### src/rtl/cvxif_offload_master.sv
// cvxif_offload_master: core-side CV-X-IF initiator.
//  Offloads one instruction at a time over the shared issue/register channel, hands out
//  IDs for accepted instructions, forwards in-order commit/kill decisions, buffers
//  coprocessor results and writes them back to the core under backpressure.
// Ports:
//  clk_i, rst_ni                  clock, synchronous active-low reset
//  off_*                          core offload request and issue decision response
//  cmt_valid_i, cmt_kill_i        core commit/kill for the oldest uncommitted instruction
//  x_issue_*, x_register_rs_o     coprocessor issue/register channel
//  x_commit_*                     coprocessor commit channel
//  x_result_*                     coprocessor result channel
//  wb_*                           writeback to the core (head of result buffer)
//  err_o                          sticky protocol error
// Build option: CVXIF_RESULT_BYPASS_EN forwards a result straight to wb_* when the
//  result buffer is empty and the core is ready (0-cycle latency).
module cvxif_offload_master #(
  parameter int unsigned XLEN          = 32,
  parameter int unsigned NrRgprPorts   = 2,
  parameter int unsigned IdWidth       = 3,
  parameter int unsigned NrOutstanding = 4,
  parameter int unsigned ResFifoDepth  = 2
) (
  input  logic                          clk_i,
  input  logic                          rst_ni,
  input  logic                          off_valid_i,
  output logic                          off_ready_o,
  input  logic [31:0]                   off_instr_i,
  input  logic [NrRgprPorts*XLEN-1:0]   off_rs_i,
  output logic                          off_resp_valid_o,
  output logic                          off_resp_accept_o,
  output logic [IdWidth-1:0]            off_resp_id_o,
  input  logic                          cmt_valid_i,
  input  logic                          cmt_kill_i,
  output logic                          x_issue_valid_o,
  input  logic                          x_issue_ready_i,
  output logic [31:0]                   x_issue_instr_o,
  output logic [IdWidth-1:0]            x_issue_id_o,
  output logic [NrRgprPorts*XLEN-1:0]   x_register_rs_o,
  input  logic                          x_issue_accept_i,
  output logic                          x_commit_valid_o,
  output logic [IdWidth-1:0]            x_commit_id_o,
  output logic                          x_commit_kill_o,
  input  logic                          x_result_valid_i,
  output logic                          x_result_ready_o,
  input  logic [IdWidth-1:0]            x_result_id_i,
  input  logic [XLEN-1:0]               x_result_data_i,
  input  logic [4:0]                    x_result_rd_i,
  input  logic                          x_result_we_i,
  output logic                          wb_valid_o,
  input  logic                          wb_ready_i,
  output logic [IdWidth-1:0]            wb_id_o,
  output logic [XLEN-1:0]               wb_data_o,
  output logic [4:0]                    wb_rd_o,
  output logic                          wb_we_o,
  output logic                          err_o
);

  localparam int unsigned RsW    = NrRgprPorts * XLEN;
  localparam int unsigned NumIds = 2 ** IdWidth;
  localparam int unsigned OutW   = $clog2(NrOutstanding + 1);
  localparam int unsigned CqAw   = (NrOutstanding > 1) ? $clog2(NrOutstanding) : 1;
  localparam int unsigned RfAw   = (ResFifoDepth > 1) ? $clog2(ResFifoDepth) : 1;
  localparam int unsigned RfCw   = $clog2(ResFifoDepth + 1);

  typedef struct packed {
    logic [IdWidth-1:0] id;
    logic [XLEN-1:0]    data;
    logic [4:0]         rd;
    logic               we;
  } res_t;

  typedef enum logic [0:0] {IDLE, ISSUE} state_e;

  state_e              state_q, state_d;
  logic [31:0]         instr_q;
  logic [RsW-1:0]      rs_q;
  logic [IdWidth-1:0]  next_id_q;
  logic [OutW-1:0]     out_cnt_q, out_cnt_d;
  logic [NumIds-1:0]   pending_q, pending_d;
  logic                resp_valid_q, resp_accept_q;
  logic [IdWidth-1:0]  resp_id_q;
  logic                commit_valid_q, commit_kill_q;
  logic [IdWidth-1:0]  commit_id_q;
  logic                err_q;

  // In-order commit queue of accepted IDs
  logic [IdWidth-1:0]  cq_mem [NrOutstanding];
  logic [CqAw-1:0]     cq_wr_q, cq_rd_q;
  logic [OutW-1:0]     cq_cnt_q;

  // Result buffer
  res_t                rf_mem [ResFifoDepth];
  logic [RfAw-1:0]     rf_wr_q, rf_rd_q;
  logic [RfCw-1:0]     rf_cnt_q;

  logic issue_hs, accept, cq_full, cq_empty, cmt_ok, cmt_err;
  logic res_hs, res_ok, res_err, kill_dec, rf_full, rf_empty, rf_push, rf_pop;
  logic [IdWidth-1:0] cmt_id;
  res_t res_in, wb_sel;

  function automatic logic [CqAw-1:0] cq_inc(input logic [CqAw-1:0] p);
    return (p == CqAw'(NrOutstanding - 1)) ? '0 : p + CqAw'(1);
  endfunction

  function automatic logic [RfAw-1:0] rf_inc(input logic [RfAw-1:0] p);
    return (p == RfAw'(ResFifoDepth - 1)) ? '0 : p + RfAw'(1);
  endfunction

  // Issue FSM: next state and FSM-derived outputs
  always_comb begin
    state_d         = state_q;
    off_ready_o     = 1'b0;
    x_issue_valid_o = 1'b0;
    unique case (state_q)
      IDLE: begin
        off_ready_o = (out_cnt_q < OutW'(NrOutstanding)) && !cq_full;
        if (off_valid_i && off_ready_o) state_d = ISSUE;
      end
      ISSUE: begin
        x_issue_valid_o = 1'b1;
        if (x_issue_ready_i) state_d = IDLE;
      end
      default: state_d = IDLE;
    endcase
  end

  // Handshake decode, bookkeeping next values and writeback selection
  always_comb begin
    issue_hs = (state_q == ISSUE) && x_issue_ready_i;
    accept   = issue_hs && x_issue_accept_i;
    cq_full  = (cq_cnt_q == OutW'(NrOutstanding));
    cq_empty = (cq_cnt_q == '0);
    cmt_ok   = cmt_valid_i && !cq_empty;
    cmt_err  = cmt_valid_i && cq_empty;
    cmt_id   = cq_mem[cq_rd_q];
    rf_full  = (rf_cnt_q == RfCw'(ResFifoDepth));
    rf_empty = (rf_cnt_q == '0);
    x_result_ready_o = !rf_full;
    res_hs   = x_result_valid_i && x_result_ready_o;
    res_ok   = res_hs && pending_q[x_result_id_i];
    res_err  = res_hs && !pending_q[x_result_id_i];
    // A kill racing a result for the same ID must not retire it twice
    kill_dec = cmt_ok && cmt_kill_i && pending_q[cmt_id] &&
               !(res_ok && (x_result_id_i == cmt_id));
    out_cnt_d = out_cnt_q + OutW'(accept) - OutW'(res_ok) - OutW'(kill_dec);

    pending_d = pending_q;
    if (res_ok) pending_d[x_result_id_i] = 1'b0;
    if (cmt_ok && cmt_kill_i) pending_d[cmt_id] = 1'b0;
    if (accept) pending_d[next_id_q] = 1'b1;

    res_in = '{id: x_result_id_i, data: x_result_data_i, rd: x_result_rd_i, we: x_result_we_i};
    wb_sel = rf_mem[rf_rd_q];
`ifdef CVXIF_RESULT_BYPASS_EN
    wb_valid_o = !rf_empty || res_ok;
    if (rf_empty) wb_sel = res_in;
    rf_push = res_ok && !(rf_empty && wb_ready_i);
`else
    wb_valid_o = !rf_empty;
    rf_push    = res_ok;
`endif
    rf_pop = !rf_empty && wb_ready_i;
  end

  assign wb_id_o           = wb_sel.id;
  assign wb_data_o         = wb_sel.data;
  assign wb_rd_o           = wb_sel.rd;
  assign wb_we_o           = wb_sel.we;
  assign x_issue_instr_o   = instr_q;
  assign x_register_rs_o   = rs_q;
  assign x_issue_id_o      = next_id_q;
  assign off_resp_valid_o  = resp_valid_q;
  assign off_resp_accept_o = resp_accept_q;
  assign off_resp_id_o     = resp_id_q;
  assign x_commit_valid_o  = commit_valid_q;
  assign x_commit_id_o     = commit_id_q;
  assign x_commit_kill_o   = commit_kill_q;
  assign err_o             = err_q;

  // Control state
  always_ff @(posedge clk_i) begin
    if (!rst_ni) begin
      state_q        <= IDLE;
      instr_q        <= '0;
      rs_q           <= '0;
      next_id_q      <= '0;
      out_cnt_q      <= '0;
      pending_q      <= '0;
      resp_valid_q   <= 1'b0;
      resp_accept_q  <= 1'b0;
      resp_id_q      <= '0;
      commit_valid_q <= 1'b0;
      commit_id_q    <= '0;
      commit_kill_q  <= 1'b0;
      err_q          <= 1'b0;
      cq_wr_q        <= '0;
      cq_rd_q        <= '0;
      cq_cnt_q       <= '0;
      rf_wr_q        <= '0;
      rf_rd_q        <= '0;
      rf_cnt_q       <= '0;
    end else begin
      state_q <= state_d;
      if (state_q == IDLE && off_valid_i && off_ready_o) begin
        instr_q <= off_instr_i;
        rs_q    <= off_rs_i;
      end
      if (accept) next_id_q <= next_id_q + IdWidth'(1);
      out_cnt_q      <= out_cnt_d;
      pending_q      <= pending_d;
      resp_valid_q   <= issue_hs;
      resp_accept_q  <= accept;
      resp_id_q      <= next_id_q;
      commit_valid_q <= cmt_ok;
      commit_id_q    <= cmt_id;
      commit_kill_q  <= cmt_kill_i;
      if (res_err || cmt_err) err_q <= 1'b1;
      if (accept) cq_wr_q <= cq_inc(cq_wr_q);
      if (cmt_ok) cq_rd_q <= cq_inc(cq_rd_q);
      cq_cnt_q <= cq_cnt_q + OutW'(accept) - OutW'(cmt_ok);
      if (rf_push) rf_wr_q <= rf_inc(rf_wr_q);
      if (rf_pop)  rf_rd_q <= rf_inc(rf_rd_q);
      rf_cnt_q <= rf_cnt_q + RfCw'(rf_push) - RfCw'(rf_pop);
    end
  end

  // Queue storage; contents are don't-care while the pointers say empty
  always_ff @(posedge clk_i) begin
    if (accept)  cq_mem[cq_wr_q] <= next_id_q;
    if (rf_push) rf_mem[rf_wr_q] <= res_in;
  end

endmodule
### config.mk
export PLATFORM = sky130hd
export DESIGN_NAME = cvxif_offload_master
export DESIGN_NICKNAME = d
export VERILOG_FILES = /design/src/rtl/cvxif_offload_master.sv
export SDC_FILE = /design/constraint.sdc
export NUM_CORES = 1
export LEC_CHECK = 0
export ABC_AREA = 1
export BUFFER_PORTS_ARGS = -buffer_cell sky130_fd_sc_hd__buf_2
export CORE_UTILIZATION = 45
export DETAILED_ROUTE_END_ITERATION = 16
export PLACE_DENSITY = 0.74
export SLEW_MARGIN = 20
export SYNTH_ARGS = -nofsm -noshare
export SYNTH_HDL_FRONTEND = slang
export SYNTH_SLANG_ARGS = --single-unit
### constraint.sdc
create_clock -name clk_i -period 3.7 [get_ports clk_i]
set_input_delay 0.555 -clock clk_i [delete_from_list [all_inputs] [get_ports clk_i]]
set_output_delay 0.555 -clock clk_i [all_outputs]
set_load 0.01 [all_outputs]
==> impl_metrics.yaml, run 1 <==
run_status:
  status: "completed"
synth:
  syn_avg_cell_area_um2: 10.2
  synth-seq-area-share_pct: 62.7
  synth_seq_cells: 230
  synth_cell_type_count: 31
  yosysTopAreaCell: "edfxtp_1"
  syn_area_mm2: 0.00885
  synth_top_area_share_pct: 31.9
  synthCells: 869
  ys.warnings.count: 0
  ys_top_cells_by_area: "edfxtp_1, dfxtp_1, nand2_1"
  syn_nets: 1030
floorplan:
  die_w_um: 142
  io_pins: 301
  start_util_pct: 46.5
  die_h_um: 142
  rows: 50
  coreArea_mm2: 0.0190
  die-area_mm2: 0.0202
clock_network:
  cts_sinks: 230
  cts_buffers: 24
  post_cts.repair.setup_buffers: 0
  cts_resized: 0
  worstSkewPairLatency_ns: 0.50
  root_buffer: "clkbuf_16"
  cts_max_level: 1
  hold_buffers: 0
  cts.reportedPaths.clkPinSlew_ns: 0.06
  cts_tree: "yes"
  clock_path_buffers: 3
global_route:
  grtUsageTotal_pct: 21.0
  grt_start_max_net_pins: 102
  antenna_found_initial: 1
  grt_pass1_wl_mm: 34.1
  grt.met3_usage_pct: 5.48
  grt_overflow: 0
  use_met1_pct: 27.9
  global_route.usage.met2_pct: 33.5
  top_usage_layer: "met2"
  first_global_vias: 6737
worst_setup_path:
  crit_path_end_kind: "flip-flop"
  crit_family: "simple AND/OR/NAND/NOR gates"
  crit_chain: "inv_2 > nand2_1 > nand3_1 > nand2_1 > nand2_1 > nand3_1 > nand3_1 > nor2_1 > nand2_1 > nand2_1 > inv_1 > ha_1 > nor2_1 > ha_1 > inv_1 > ha_1 > xor2_1 > o21ai_0 > a21oi_1"
  startpoint_type: "flip-flop"
  path_class: "flip-flop to flip-flop"
  worstPathArrival_ns: 3.30
  crit_required_ns: 4.14
  reg2reg_slack_ns: 0.84
  crit_top_cell: "nand2_1"
  critPathSlowestCell: "dfxtp_1"
  slowest_delay_ns: 0.46
  crit_fanout: 8
  worstPathBufferInverterCount: 3
timing:
  worst_pin_slew_ns: 1.09
  fin_ws_ns: 0.836
  fin_setup_tns_ns: 0
  period_share_pct: 77.4
  whs_ns: 0.234
  finalSetupViolations: 0
  finalCriticalPeriod_ns: 2.86
  clock.fmax_mhz: 349
  max_slew_margin_pct: 27.0
  drv_slew: 0
  fin_worst_skew_ns: 0.00695
  hold_violations: 0
  rsz0062_at_grt: "no"
run:
  maxCapViolations: 0
routing:
  routedWlPerCell_um: 15.7
  drc: 0
  drt-initial-drc-count: 437
  drt.antenna.violating_nets: 0
  via_count: 7225
  drtPass1Iterations: 5
  via_per_inst: 5.06
  wl_mm: 22.4
power:
  vdd_drop_max_uv: 337
  p_leak_uw: 0.00498
  power_density_mw_per_mm2: 614
hold_path:
  hp-class: "primary input to flip-flop"
  holdCritStartpoint: "x_result_data_i[2]"
layout:
  layout_commonest_cell: "buf_2"
  nFillCells: 1668
  regArea_mm2: 0.00555
  multi_input_area_mm2: 0.00290
  layout.nets: 1310
  drive_above_1_share_pct: 33.9
  final_cell_mix: "buf_2, nand2_1, dfxtp_1"
  synthToLayoutAreaGrowth_pct: 27.9
placement:
  dp_hpwl_mm: 15.2
  port_buffers: 300
  pre_cts_ws_ns: 0.647
  gp_congestion: 0.827
==> routing by layer <==
metal  wire length (um)  part of all wire (%)  up-vias
li1                   -                     -     3537
met4                458                   2.0        0
met1               9280                    41     3329
met2              10500                    47      323
met3               2170                   9.7       36
met5                  0                     0        -
==> state kept, by name (all words and copies together) (netlist names), 2 cells and up, named ones only <==
register,flops
rf_cnt_q,2
x_issue_instr_o,32
x_issue_id_o,3
x_register_rs_o,64
x_commit_id_o,3
cq_cnt_q,3
rf_mem,82
out_cnt_q,3
cq_mem,12
off_resp_id_o,3
cq_wr_q,2
cq_rd_q,2
pending_q,8
==> synthesized netlist by cell type, drive strengths merged <==
master	count
clkinv	1
o31ai	3
a211oi	1
a311oi	1
clkbuf	44
o22a	1
o22ai	1
dfxtp	136
o21ai	16
nand2	174
nand4	4
fa	1
nor2	27
a21oi	113
xor2	4
o211a	1
or2	1
edfxtp	94
nor3	1
o21a	3
o41ai	1
buf	11
nand3	123
o21bai	1
a31oi	1
ha	14
a21boi	2
mux2	41
inv	48
==> report_power, final <==
part	switching, uW	leakage, uW	total [uW]	internal, uW
Combinational	974	0.00263	1560	585
Clock	953	0.000386	2330	1380
Sequential	174	0.00196	3060	2880
==> final cells by class <==
type | instances | share of cell area (%)
Antenna cell | 1 | 0.0221
Tap cell | 260 | 2.87
Multi-Input combinational cell | 535 | 25.7
Inverter | 49 | 1.64
Timing Repair Buffer | 309 | 14.0
Clock inverter | 9 | 0.663
Clock buffer | 35 | 6.16
Sequential cell | 230 | 49.0
==> per-stage QoR <==
| step | util, % | cells | area [um^2] | power, uW |
|---|---|---|---|---|
| detailed placement | 55.4 | 1383 | 10500 | 4660 |
| global route | 59.5 | 1428 | 11300 | 7310 |
| floorplan | - | 869 | 8850 | 4090 |
| CTS | 59.5 | 1427 | 11300 | 7020 |
| global placement | 55.4 | 1383 | 10500 | 4640 |
| finish | 59.5 | 1428 | 11300 | 6950 |
==> final timing paths <==
kind | to | cells after the start
hold reg to reg | flip-flop | 1
setup reg to reg | out_cnt_q[2] | 19
setup / recovery | out_cnt_q[2] | 19
hold / removal | rf_mem[1][8] | 1
==> cells by family after synthesis <==
group                    synth area share (%)
multiplexers                             5.22
adder cells (fa/ha/maj)                  2.21
flip-flops                               62.7
buffers and inverters                    4.74
AO/OA/AOI/OAI                            8.89
AND/OR/NAND/NOR                          15.9
XOR/XNOR                                0.396
Note: power is estimated with default switching activity, not from simulation.
==> inputs of run 2 (changes only) <==
==> constraint.sdc (replaced) <==
create_clock -name clk_i -period 2.5 [get_ports clk_i]
set_input_delay 0.375 -clock clk_i [delete_from_list [all_inputs] [get_ports clk_i]]
set_output_delay 0.375 -clock clk_i [all_outputs]
set_load 0.01 [all_outputs]
==> run 2 against run 1 <==
The run now ends with negative setup slack left. Critical path depth rose by 1. Count of clock-buffer cells in the layout rose by 3. Global-route usage up 1.1 points. Final area is 4.1% higher. Largest power group unchanged.
==> impl_metrics.yaml, run 2 (same netlist as run 1, synthesis figures left out) <==
global_route:
  grt_pass1_wl_mm: 35.6
  antenna_found_initial: 0
  grtUsageTotal_pct: 22.1
  grt_overflow: 0
  grt_start_max_net_pins: 98
  first_global_vias: 6993
worst_setup_path:
  crit_family: "simple AND/OR/NAND/NOR gates"
  critPathSlowestCell: "dfxtp_4"
  crit_required_ns: 2.94
  crit_fanout: 6
  crit_path_end_kind: "flip-flop"
  startpoint_type: "flip-flop"
  crit_top_cell: "nand2_1"
  worstPathArrival_ns: 2.96
  crit_chain: "buf_6 > nand2_1 > nand2_1 > nand2_1 > nand2_2 > nand2_2 > nand2_1 > nand2_1 > nor2_2 > nor2_2 > buf_4 > buf_4 > nor2_1 > nor2_1 > ha_1 > inv_1 > ha_2 > xor2_2 > o21ai_1 > a21oi_1"
  slowest_delay_ns: 0.37
  path_class: "flip-flop to flip-flop"
  worstPathBufferInverterCount: 4
routing:
  drtPass1Iterations: 5
  wl_met1_mm: 9.05
  drt.antenna.violating_nets: 0
  drt-initial-drc-count: 457
  wl_met3_mm: 2.32
  routedWlPerCell_um: 16.0
  via_per_inst: 5.09
  drc: 0
  via_count: 7441
  met2WireLength_mm: 11.4
  top_layer: "met4"
  wl_mm: 23.3
placement:
  gp_congestion: 0.868
  dp_hpwl_mm: 16.3
  port_buffers: 300
run_status:
  status: "complete, but fails checks"
  violations: "negative setup slack"
floorplan:
  die_w_um: 142
  io_pins: 301
  die_h_um: 142
  coreArea_mm2: 0.0190
  die-area_mm2: 0.0202
  start_util_pct: 46.5
  rows: 50
clock_network:
  cts_max_level: 1
  clock_path_buffers: 3
  cts.reportedPaths.clkPinSlew_ns: 0.06
  cts_buffers: 25
  root_buffer: "clkbuf_16"
  worstSkewPairLatency_ns: 0.51
  cts_tree: "yes"
  cts_sinks: 230
timing:
  clock.fmax_mhz: 396
  fin_worst_skew_ns: 0.0100
  worst_pin_slew_ns: 0.972
  fin_setup_tns_ns: -0.0243
  finalCriticalPeriod_ns: 2.52
  max_slew_margin_pct: 35.2
  whs_ns: 0.0577
  rsz0062_at_grt: "yes"
  drv_slew: 0
  finalSetupViolations: 1
  period_share_pct: 101
  fin_ws_ns: -0.0243
  hold_violations: 0
hold_path:
  hp-class: "primary input to flip-flop"
  holdCritStartpoint: "x_result_data_i[28]"
power:
  p_leak_uw: 0.00520
  p_switching_uw: 3210
  power_density_mw_per_mm2: 910
  p_comb_share_pct: 25.2
  swShare_pct: 30.0
  vdd_drop_max_uv: 612
  p_int_uw: 7510
  p_seq_share_pct: 41.9
  p_clk_share_pct: 32.9
layout:
  layout.nets: 1345
  nFillCells: 1594
  antennaDiodeCount: 0
  layout_commonest_cell: "buf_2"
  final_cell_mix: "buf_2, nand2_1, dfxtp_1"
  regMostFlops: "rf_mem"
  largest_register_ffs: 82
  drive_above_1_share_pct: 37.7
  synthToLayoutAreaGrowth_pct: 33.2
  post-route-util_pct: 62.0
run:
  maxCapViolations: 0
run 2: cell count changes in the layout (fill, tap and decap cells not counted), moves of 6 or more:
cell     before  now
nand3_1     123  117
buf_12        1    8
nand3_2       0    6
buf_4         8   32
nand2_1     173  166
run 2: stage by stage:
stage | worst slack, ns | power [uW] | instances | area [um^2]
5_1_grt | -0.236 | 11300 | 1461 | 11800
2_1_floorplan | 0.0190 | 6050 | 869 | 8860
6_report | -0.0243 | 10700 | 1461 | 11800
3_3_place_gp | 0.00228 | 7020 | 1411 | 10800
3_5_place_dp | -0.0823 | 7070 | 1411 | 10800
4_1_cts | 0.0124 | 10700 | 1459 | 11700
run 2: layout make-up:
type	count	area, um^2	area share [%]
sequential	230	5550	47.1
multi-input combinational	535	2990	25.4
timing repair buffer	343	1940	16.4
inverter	49	188	1.59
tap	260	325	2.76
clock inverter	6	55.1	0.467
clock buffer	38	741	6.29
run 2: worst paths after layout:
check | depth (start not counted) | to | slack (ns)
hold / removal | 1 | rf_mem[1][34] | 0.06
hold reg to reg | 2 | x_issue_instr_o[21] | 0.46
setup / recovery | 20 | out_cnt_q[2] | -0.02
setup reg to reg | 20 | out_cnt_q[2] | -0.02
run 2: timing repair:
item | in CTS | in global routing
hold buffers | 0 | 0
pin swaps | 4 | 6
gates resized for setup | 13 | 19
setup buffers | 4 | 2
setup endpoints to repair | 1 | 3
run 2: power groups by stage:
stage	Combinational [uW]	Sequential, uW	Clock, uW
4_1_cts	2610	4480	3620
5_1_grt	2960	4530	3760
3_5_place_dp	2520	4540	0
3_3_place_gp	2490	4530	0
2_1_floorplan	1390	4660	0
6_report	2710	4490	3530
run 2: routing by layer:
metal  vias up  GRT usage, %
met2       332          37.5
met1      3461          27.1
met4         0          7.13
met3        43          6.22
met5         -             0
li1       3605             -
==> inputs of run 3 (changes only) <==
--- a/config.mk
+++ b/config.mk
@@ -7,9 +7,9 @@
 export LEC_CHECK = 0
 export ABC_AREA = 1
 export BUFFER_PORTS_ARGS = -buffer_cell sky130_fd_sc_hd__buf_2
-export CORE_UTILIZATION = 45
+export CORE_UTILIZATION = 40
 export DETAILED_ROUTE_END_ITERATION = 16
-export PLACE_DENSITY = 0.74
+export PLACE_DENSITY = 0.66
 export SLEW_MARGIN = 20
 export SYNTH_ARGS = -nofsm -noshare
 export SYNTH_HDL_FRONTEND = slang
==> run 3 against run 2 <==
Clock skew is 0.00060 ns lower. Critical endpoint unchanged. Die area is 12% higher. Flip-flop and latch count stayed put. Final area hardly changed. Setup slack better by 0.065 ns. Clock power is 5% higher. First-iteration DRC count is 26% lower. Global-route usage is 3.4 points lower. Utilization is 7.8 points lower. Sequential share of layout area hardly changed. Critical path depth is 1 lower. The flow now finishes without violations. Count of clock-buffer cells in the layout is 4 lower.
==> impl_metrics.yaml, run 3 (same netlist as run 1, synthesis figures left out) <==
layout:
  layout.nets: 1343
  drive_above_1_share_pct: 37.7
  multi_input_area_mm2: 0.00299
  nFillCells: 2004
  regArea_mm2: 0.00555
  finalInstanceArea_mm2: 0.0118
  regMostFlops: "rf_mem"
  largest_register_ffs: 82
  post-route-util_pct: 54.2
  layout_commonest_cell: "buf_2"
  antennaDiodeCount: 0
  final_cell_mix: "buf_2, nand2_1, dfxtp_1"
  synthToLayoutAreaGrowth_pct: 33.2
global_route:
  antenna_found_initial: 0
  grt_pass1_wl_mm: 33.9
  first_global_vias: 6717
  grtUsageTotal_pct: 18.7
  grt_start_max_net_pins: 98
  grt_overflow: 0
floorplan:
  coreArea_mm2: 0.0218
  io_pins: 301
  start_util_pct: 40.7
  die_h_um: 151
  rows: 54
  die_w_um: 151
  die-area_mm2: 0.0227
clock_network:
  cts_max_level: 1
  clock_path_buffers: 3
  cts_tree: "yes"
  cts_buffers: 24
  root_buffer: "clkbuf_16"
  worstSkewPairLatency_ns: 0.51
  cts_sinks: 230
  cts.reportedPaths.clkPinSlew_ns: 0.06
power:
  power_density_mw_per_mm2: 917
  p_total_uw: 10800
  p_int_uw: 7580
  p_switching_uw: 3220
  p_comb_share_pct: 24.5
  p_leak_uw: 0.00518
  swShare_pct: 29.8
  p_seq_share_pct: 41.4
  vdd_drop_max_uv: 624
  p_clk_share_pct: 34.1
placement:
  gp_congestion: 0.885
  placed_cell_area_mm2: 0.0108
  port_buffers: 300
  dp_hpwl_mm: 15.6
timing:
  fin_setup_tns_ns: 0
  finalSetupViolations: 0
  clock.fmax_mhz: 407
  fin_worst_skew_ns: 0.00941
  finalCriticalPeriod_ns: 2.46
  hold_violations: 0
  rsz0062_at_grt: "yes"
  worst_pin_slew_ns: 0.991
  period_share_pct: 98.4
  drv_slew: 0
  max_slew_margin_pct: 33.9
worst_setup_path:
  crit_path_end_kind: "flip-flop"
  path_class: "flip-flop to flip-flop"
  crit_required_ns: 2.94
  startpoint_type: "flip-flop"
  worstPathArrival_ns: 2.90
  reg2reg_slack_ns: 0.04
  crit_fanout: 7
routing:
  via_per_inst: 4.95
  drt-initial-drc-count: 336
  drt.antenna.violating_nets: 0
  routedWlPerCell_um: 15.4
  drc: 0
  via_count: 7330
  drtPass1Iterations: 4
  wl_mm: 22.8
run:
  maxCapViolations: 0
hold_path:
  hp-class: "primary input to flip-flop"
run_status:
  status: "completed"
-- run 3: critical path: stages, from the launching register on --
cell,delay (ns)
dfxtp_4,0.39
buf_6,0.11
nand2_1,0.06
nand3_2,0.09
nand2_4,0.08
nor2_1,0.19
nand3_1,0.12
nand3_2,0.10
nor2_2,0.04
nand2_1,0.06
nand2_1,0.05
inv_1,0.05
ha_2,0.15
nor2_1,0.04
ha_1,0.28
inv_1,0.06
ha_2,0.18
xor2_2,0.15
o21ai_1,0.08
a21oi_1,0.12
-- run 3: metal layers --
layer,track usage (%),share of wire (%),vias to the layer above
li1,-,-,3600
met1,24.4,43,3400
met2,30.0,46,286
met3,5.15,9.1,44
met4,5.75,2.1,0
met5,0,0,-
-- run 3: power by group through the flow --
stage / registers, uW / logic [uW] / clock network [uW]
after floorplan: 4660 / 1390 / 0
after global placement: 4520 / 2530 / 0
after detailed placement: 4530 / 2540 / 0
after CTS: 4470 / 2570 / 3770
after global routing: 4520 / 2950 / 3920
final: 4470 / 2650 / 3690
-- run 3: timing repair --
item | in CTS | in global routing
gates cloned | 0 | 0
pin swaps | 1 | 13
hold buffers | 0 | 0
gates resized for setup | 9 | 22
setup endpoints to repair | 1 | 2
setup buffers | 0 | 2
-- run 3: final timing paths --
path                         to  cells after the start                start
hold reg to reg       flip-flop                      1              rf_rd_q
hold / removal    rf_mem[0][17]                      1  x_result_data_i[11]
setup / recovery   out_cnt_q[2]                     19            flip-flop
setup reg to reg   out_cnt_q[2]                     19            flip-flop
-- run 3: stage by stage --
| step | setup WS (ns) | hold slack [ns] | std cells |
|---|---|---|---|
| after floorplan | 0.0190 | 0.426 | 869 |
| after global placement | -0.0901 | 0.426 | 1434 |
| after detailed placement | -0.150 | 0.441 | 1434 |
| after CTS | 0.00433 | 0.0332 | 1478 |
| after global routing | -0.212 | 0.0378 | 1480 |
| final | 0.0411 | 0.0527 | 1480 |
-- run 3: cell type report --
| cell class | count | area share, % |
|---|---|---|
| Tap cell | 280 | 2.97 |
| Timing Repair Buffer | 342 | 15.9 |
| Inverter | 49 | 1.59 |
| Sequential cell | 230 | 47.1 |
| Clock buffer | 34 | 5.86 |
| Clock inverter | 10 | 1.15 |
| Multi-Input combinational cell | 535 | 25.4 |
